<file path="config.mk">
export PLATFORM = sky130hd
export DESIGN_NAME = lsu
export DESIGN_NICKNAME = d
export VERILOG_FILES = /design/src/rtl/lsu.sv
export SDC_FILE = /design/constraint.sdc
export NUM_CORES = 1
export LEC_CHECK = 0
export BUFFER_PORTS_ARGS = -buffer_cell sky130_fd_sc_hd__buf_2
export CORE_ASPECT_RATIO = 0.6
export CORE_MARGIN = 3
export CORE_UTILIZATION = 40
export DETAILED_ROUTE_END_ITERATION = 12
export GPL_ROUTABILITY_DRIVEN = 0
export GPL_TIMING_DRIVEN = 0
export PLACE_DENSITY_LB_ADDON = 0.1
export RECOVER_POWER = 25
export SLEW_MARGIN = 5
export SYNTH_ARGS = -nofsm -noshare
export SYNTH_HDL_FRONTEND = slang
export SYNTH_SLANG_ARGS = --single-unit
</file>
<file path="constraint.sdc">
create_clock -name clk -period 3.8 [get_ports clk]
set_input_delay 0.19 -clock clk [delete_from_list [all_inputs] [get_ports clk]]
set_output_delay 0.19 -clock clk [all_outputs]
set_load 0.05 [all_outputs]
</file>
<file path="src/rtl/lsu.sv">
// lsu: load/store unit between the memory stage and a synchronous-read dmem.
// Byte-addressed requests, word-only dmem; sub-word stores are read-modify-write.
module lsu #(
  parameter int ADDRESS_WIDTH = 8
) (
  input  logic                     clk,
  input  logic                     rst,
  input  logic                     req_valid,
  output logic                     req_ready,
  input  logic                     req_we,
  input  logic [1:0]               req_size,
  input  logic                     req_unsigned,
  input  logic [ADDRESS_WIDTH+1:0] req_addr,
  input  logic [32:0]              req_wdata,
  output logic                     resp_valid,
  input  logic                     resp_ready,
  output logic [32:0]              resp_rdata,
  output logic                     resp_err,
  output logic                     mem_we,
  output logic [ADDRESS_WIDTH-1:0] mem_addr,
  output logic [32:0]              mem_wdata,
  input  logic [32:0]              mem_rdata
);

  localparam int AW = ADDRESS_WIDTH;

  typedef enum logic [1:0] {
    IDLE,
    ISSUE,
    DATA,
    RESP
  } state_t;

  state_t state;
  state_t state_nx;

  logic          r_we;
  logic [1:0]    r_size;
  logic          r_uns;
  logic [AW+1:0] r_addr;
  logic [32:0]   r_wdata;
  logic [32:0]   rdata_q;
  logic          err_q;

  logic          bad;
  logic          sz_b;
  logic          sz_h;
  logic          sz_w;
  logic          we_raw;
  logic [7:0]    lane_b;
  logic [15:0]   lane_h;
  logic [32:0]   load_val;
  logic [32:0]   merged;
  logic [4:0]    off_b;
  logic [4:0]    off_h;

  always_comb begin
    bad = 1'b0;
    unique case (req_size)
      2'b00:   bad = 1'b0;
      2'b01:   bad = req_addr[0];
      2'b10:   bad = |req_addr[1:0];
      default: bad = 1'b1;
    endcase
  end

  assign sz_b  = (r_size == 2'b00);
  assign sz_h  = (r_size == 2'b01);
  assign sz_w  = (r_size == 2'b10);
  assign off_b = {r_addr[1:0], 3'b000};
  assign off_h = {r_addr[1], 4'b0000};

  always_comb begin
    lane_b   = mem_rdata[off_b +: 8];
    lane_h   = mem_rdata[off_h +: 16];
    load_val = mem_rdata;
    unique case (1'b1)
      sz_b: load_val = {1'b0, {24{lane_b[7] & ~r_uns}}, lane_b};
      sz_h: load_val = {1'b0, {16{lane_h[15] & ~r_uns}}, lane_h};
      default: load_val = mem_rdata;
    endcase
  end

  // sub-word writes always drop the tag
  always_comb begin
    merged = {1'b0, mem_rdata[31:0]};
    unique case (1'b1)
      sz_b: merged[off_b +: 8]  = r_wdata[7:0];
      sz_h: merged[off_h +: 16] = r_wdata[15:0];
      default: merged = {1'b0, mem_rdata[31:0]};
    endcase
  end

  always_ff @(posedge clk) begin
    if (rst) state <= IDLE;
    else     state <= state_nx;
  end

  always_comb begin
    state_nx   = state;
    req_ready  = 1'b0;
    resp_valid = 1'b0;
    we_raw     = 1'b0;
    mem_addr   = '0;
    mem_wdata  = '0;
    unique case (state)
      IDLE: begin
        req_ready = !rst;
        if (req_valid && !rst)
          state_nx = bad ? RESP : ISSUE;
      end
      ISSUE: begin
        mem_addr = r_addr[AW+1:2];
        if (r_we && sz_w) begin
          we_raw    = 1'b1;
          mem_wdata = r_wdata;
          state_nx  = RESP;
        end else begin
          state_nx  = DATA;
        end
      end
      DATA: begin
        mem_addr = r_addr[AW+1:2];
        if (r_we) begin
          we_raw    = 1'b1;
          mem_wdata = merged;
        end
        state_nx = RESP;
      end
      RESP: begin
        resp_valid = 1'b1;
        if (resp_ready)
          state_nx = IDLE;
      end
      default: state_nx = IDLE;
    endcase
  end

  assign mem_we = we_raw && !rst;

  always_ff @(posedge clk) begin
    if (rst) begin
      r_we    <= 1'b0;
      r_size  <= 2'b00;
      r_uns   <= 1'b0;
      r_addr  <= '0;
      r_wdata <= '0;
      rdata_q <= '0;
      err_q   <= 1'b0;
    end else begin
      if (req_valid && req_ready) begin
        r_we    <= req_we;
        r_size  <= req_size;
        r_uns   <= req_unsigned;
        r_addr  <= req_addr;
        r_wdata <= req_wdata;
        rdata_q <= '0;
        err_q   <= bad;
      end
      if (state == DATA && !r_we)
        rdata_q <= load_val;
    end
  end

  assign resp_rdata = rdata_q;
  assign resp_err   = err_q;

endmodule

</file>
* Word level (Yosys, flattened, before mapping) *
Cells that the tools add are included.

storage, ports and cells
  word-level logic and storage cells = 63
  flip-flop bits (word level) = 83

operators by class
  equal/unequal tests = 9
  reduce and logical (&&, ||, !) cells = 14
  $add $sub $neg = 2
  bitwise operators = 3
  shifts and indexed selects = 6
  muxes and demuxes = 21

operator list
  cell                                                   count
  case mux 33 bit (2 select lines)                       3
  two-way mux 33 bit                                     4
  bitwise mux 33 bit                                     2
  variable shift 16 x 7 -> 33 bit, first input constant  1
  variable shift 8 x 7 -> 33 bit, first input constant   1
  indexed part select 16 x 7 -> 33 bit                   1
  indexed part select 33 x 6 -> 16 bit                   1
  indexed part select 33 x 6 -> 8 bit                    1
  indexed part select 8 x 7 -> 33 bit                    1
  negation 5 -> 7 bit                                    2
  == test 2 bit, second input constant                   4
  two-way mux 8 bit                                      1
  case mux 2 bit (4 select lines)                        1
  == test 2 x 1 -> 1 bit, second input constant          3
  logical NOT 2 bit                                      3
  two-way mux 2 bit                                      3
  logical AND 1 bit                                      5
  two-way mux 1 bit                                      5
  inequality test 2 bit, second input constant           2
  OR reduction 2 bit                                     2
  case mux 1 bit (3 select lines)                        1
  AND 1 bit                                              2
  logical NOT 1 bit                                      2
  case mux 1 bit (2 select lines)                        1
  3 further kinds                                        3

* Logic depth before layout (Yosys ltp) *
  depth in word-level cells = 6
  gate-level depth with buffers = 9
  gate-level depth less buffers = 6

* Worst setup path after synthesis *
OpenSTA, ideal clock, no wires.

  path kind = register -> output
  start point = register r_addr[0]
  end point = output mem_wdata[3]
  arrival time = 2.846 ns
  cell stages (with the launch flop) = 9
  path slack = 0.764 ns
  data required time = 3.610 ns
  cells stage by stage = dfxtp_1 -> buf_6 -> clkbuf_1 -> inv_1 -> ha_1 -> or4b_1 -> a21o_1 -> a221oi_1 -> o22a_1

on the way
  cells in the longest elaborated chain, start to end = 6

ends and longest elaborated chain
  what                                                                                   line  text
  start, declared                                                                        40    logic [AW+1:0] r_addr;
  start signal, assigned                                                                 155   r_addr <= req_addr;
  negation 5 -> 7 bit *                                                                  88    sz_b: merged[off_b +: 8] = r_wdata[7:0];
  indexed part select 8 x 7 -> 33 bit or variable shift 8 x 7 -> 33 bit (tied branches)  88
  bitwise mux 33 bit *                                                                   88
  case mux 33 bit (2 select lines) *                                                     87    unique case (1'b1)
  two-way mux 33 bit *                                                                   124   if (r_we) begin
  case mux 33 bit (2 select lines) *                                                     106   unique case (state)
  end, declared                                                                          21    output logic [32:0] mem_wdata,

Mark *: on every way between the ends. The rest lies on a longest branch, timed or not.

* Worst setup path after layout *
  start point = register r_addr[1]
  end point = output mem_wdata[2]

on the way
  cells in the longest elaborated chain, start to end = 6

ends and longest elaborated chain
  what                                                                line    text
  negation 5 -> 7 bit, on equally long branches                       89, 88
  indexed part select 16 x 7 -> 33 bit, or another cell as far along  89      sz_h: merged[off_h +: 16] = r_wdata[15:0];
  bitwise mux 33 bit, on equally long branches                        89, 88
  case mux 33 bit (2 select lines) *                                  87
  two-way mux 33 bit *                                                124
  case mux 33 bit (2 select lines) *                                  106

Marked as above.

==> out/summary.txt <==
status - completed
most frequent cell after synthesis - nand2_1
commonest cells in the synthesized netlist - nand2_1, dfxtp_1, nand3b_1, clkbuf_1, a21oi_1
flops & latches, synth - 83
Relative slew margins - 0.333
die height - 94.7 um
internal power - 2.13 mW
# nets final - 906
largest area contributor in the netlist - dfxtp_1
Startpoint Class - flip-flop
top cell type's share of synthesized area - 0.317
max-cap viol count - 0
Achievable Freq - 0.273 GHz
antenna violations before repair - 0
CP max-delay cell - or4b_1
slew at the pin closest to its max-slew limit - 997 ps
antenna fix cells - 0
Worst IR Drop VDD - 306 uV
Hold Crit Class - input pin to flip-flop
fin util - 0.525
synthesized instance count - 640
Ys Warns - 0
Final Slew Violations - 0
Setup-failing EPs final - 0
Clock Tree Root - clkbuf_16
die area - 0.0146 mm2
HPWL after DPL - 16900 um
WP data arrival - 3480 ps
routed wire length - 21600 um
Longest Clk Path Bufs - 2
WHS Path Cells - 3
CTS sink cnt - 83
vias per std cell - 6.23
CP delay by family, top - buffers and inverters
TritonCTS clock tree - yes
DRT antenna net count - 0
worst path bufs/invs - 5
final number of hold-violating endpoints - 0
Via Count - 6116
Synth Area per Inst - 8.20 um2
Worst path max stage delay - 480 ps
clock skew - 6.48 ps
post-synthesis sequential area ratio - 0.317
part of the power in combinational logic - 0.475
DRT Pass-1 Iters - 5
Total Routing Usage GR - 0.290
critical path class - flip-flop to output port
R2R depth - 6
synthesized area - 0.00525 mm2
Tmin final - 3670 ps
vias in the first global route - 5647
Skew-Pair Late Insertion Delay - 350 ps
Reg power frac - 0.302
Avg WL per Cell - 22.0 um
number of placement rows - 31
fin crit share - 0.965
Port-buffer cells - 161
Clock transition at path regs - 70 ps
Synth Flop Type - dfxtp_1
largest cells by area after synthesis - dfxtp_1, nand2_1, nand3b_1, a32o_1, a221oi_1
global route overflow - 0
DIE WIDTH - 154 um
Iter 0 DRT Violations - 784
Setup TNS - 0 ps
syn_nets - 735
CORE AREA - 0.0124 mm2
clock share of power - 0.222
critical-path maximum fanout - 11
drt drc - 0
Async SR Flop Fraction - 0
RSZ-0062 raised after global routing - no
Ports - 162
Area Overhead vs Synth - 24.2%
crit path capture type - output port
worst path cell trace - clkbuf_2, buf_4, clkinv_2, ha_2, or4b_1, a21o_1, buf_6, a221oi_1, o22a_2, buf_2
Sw Pwr - 1.89 mW
first-pass GRT wire length - 32900 um
CTS Buf Count - 9
CP Data Required Time - 3610 ps
Pwr Density - 616 mW/mm2
Post-synth EDFFs - 0
htree depth - 3
share of cells above drive strength 1 - 0.216
Switching Fraction - 0.469
synth unique cells - 52
cell depth of the worst setup path - 10
initial core utilization - 0.423
Pleak - 2.84 nW
largest net degree at the start of global routing - 15
## worst register-to-register path, stage by stage (launching register included)
cell      delay, ps
dfxtp_1         390
inv_1           100
ha_1            220
nand2_1         300
nor3b_1         680
clkbuf_1        580
a221o_1         250
## timing repair
item                       CTS  global route
hold buffers                 0             0
gates resized for setup      3             5
buffers inserted             0             0
setup endpoints to repair   29            20
## metrics by stage
stage / setup slack, ps / power [mW] / instance area (um2) / instances / hold WS, ps
finish: 133 / 4.02 / 6520 / 981 / 22.8
floorplan: 764 / 2.53 / 5250 / 640 / 289
CTS: 8.76 / 4.00 / 6560 / 982 / 21.5
global route: 36.0 / 4.21 / 6520 / 981 / 31.7
global placement: 180 / 3.06 / 6260 / 966 / 376
detailed placement: 62.5 / 3.10 / 6260 / 966 / 381
## kinds of logic after synthesis
kind of cell | count (synthesis) | share of synthesized area
AOI/OAI and AO/OA | 195 | 0.280
adders and majority gates | 11 | 0.0262
buffers and inverters | 78 | 0.0608
DFF | 83 | 0.317
muxes | 20 | 0.0608
and+or+nand+nor | 253 | 0.255
## metal layers
layer	GRT usage	vias to the layer above	wire length [um]
li1	-	2744	-
met1	0.423	2921	9650
met2	0.397	405	8500
met3	0.110	43	3000
met4	0.0713	3	399
met5	0.0238	-	46
## cells in the final DEF, fill, tap and decap left out, types with 4 or more instances in the layout
cell type / instances
a21oi_1: 35
a221o_1: 23
a221oi_1: 31
a32o_1: 28
and2_1: 10
buf_2: 132
clkbuf_1: 79
clkbuf_16: 9
dfxtp_1: 83
ha_1: 10
inv_1: 18
mux2_2: 9
mux4_2: 6
nand2_1: 114
nand2b_1: 34
nand3b_1: 44
nor2_1: 18
nor2b_1: 6
nor3_1: 4
o21ai_0: 28
o22ai_1: 23
o31ai_1: 5
or3_1: 6
## registers in the layout (all words and copies together), names as in the netlist
register,count
r_wdata,33
resp_rdata,33
r_addr,10
r_size,2
state,2
r_uns,1
r_we,1
resp_err,1
## power groups by stage
stage                     sequential [mW]  clock, mW  combinational [mW]
after CTS                            1.21      0.901                1.89
after global routing                 1.23      0.931                2.05
final                                1.22      0.892                1.91
after global placement               1.22          0                1.84
after detailed placement             1.22          0                1.88
after floorplan                      1.43          0                1.10
## area by class of cell
class	instances	area [um2]
clock inverter	6	66.3
multi-input combinational	479	3270
tap	165	206
sequential	83	1660
clock buffer	10	229
timing repair buffer	161	761
buffer	58	251
fill	1249	5890
inverter	19	72.6
## final timing paths
kind | start | to | slack, ps
min | req_addr[9] | r_addr[9]$_SDFFE_PP0P_ | 20
min reg2reg | resp_rdata[5]$_SDFFE_PP0P_ | resp_rdata[5]$_SDFFE_PP0P_ | 470
max | r_addr[1]$_SDFFE_PP0P_ | mem_wdata[2] | 130
max reg2reg | state[1]$_SDFFE_PP0P_ | resp_rdata[31]$_SDFFE_PP0P_ | 1210
No activity file was read; power rests on OpenSTA's default activity.
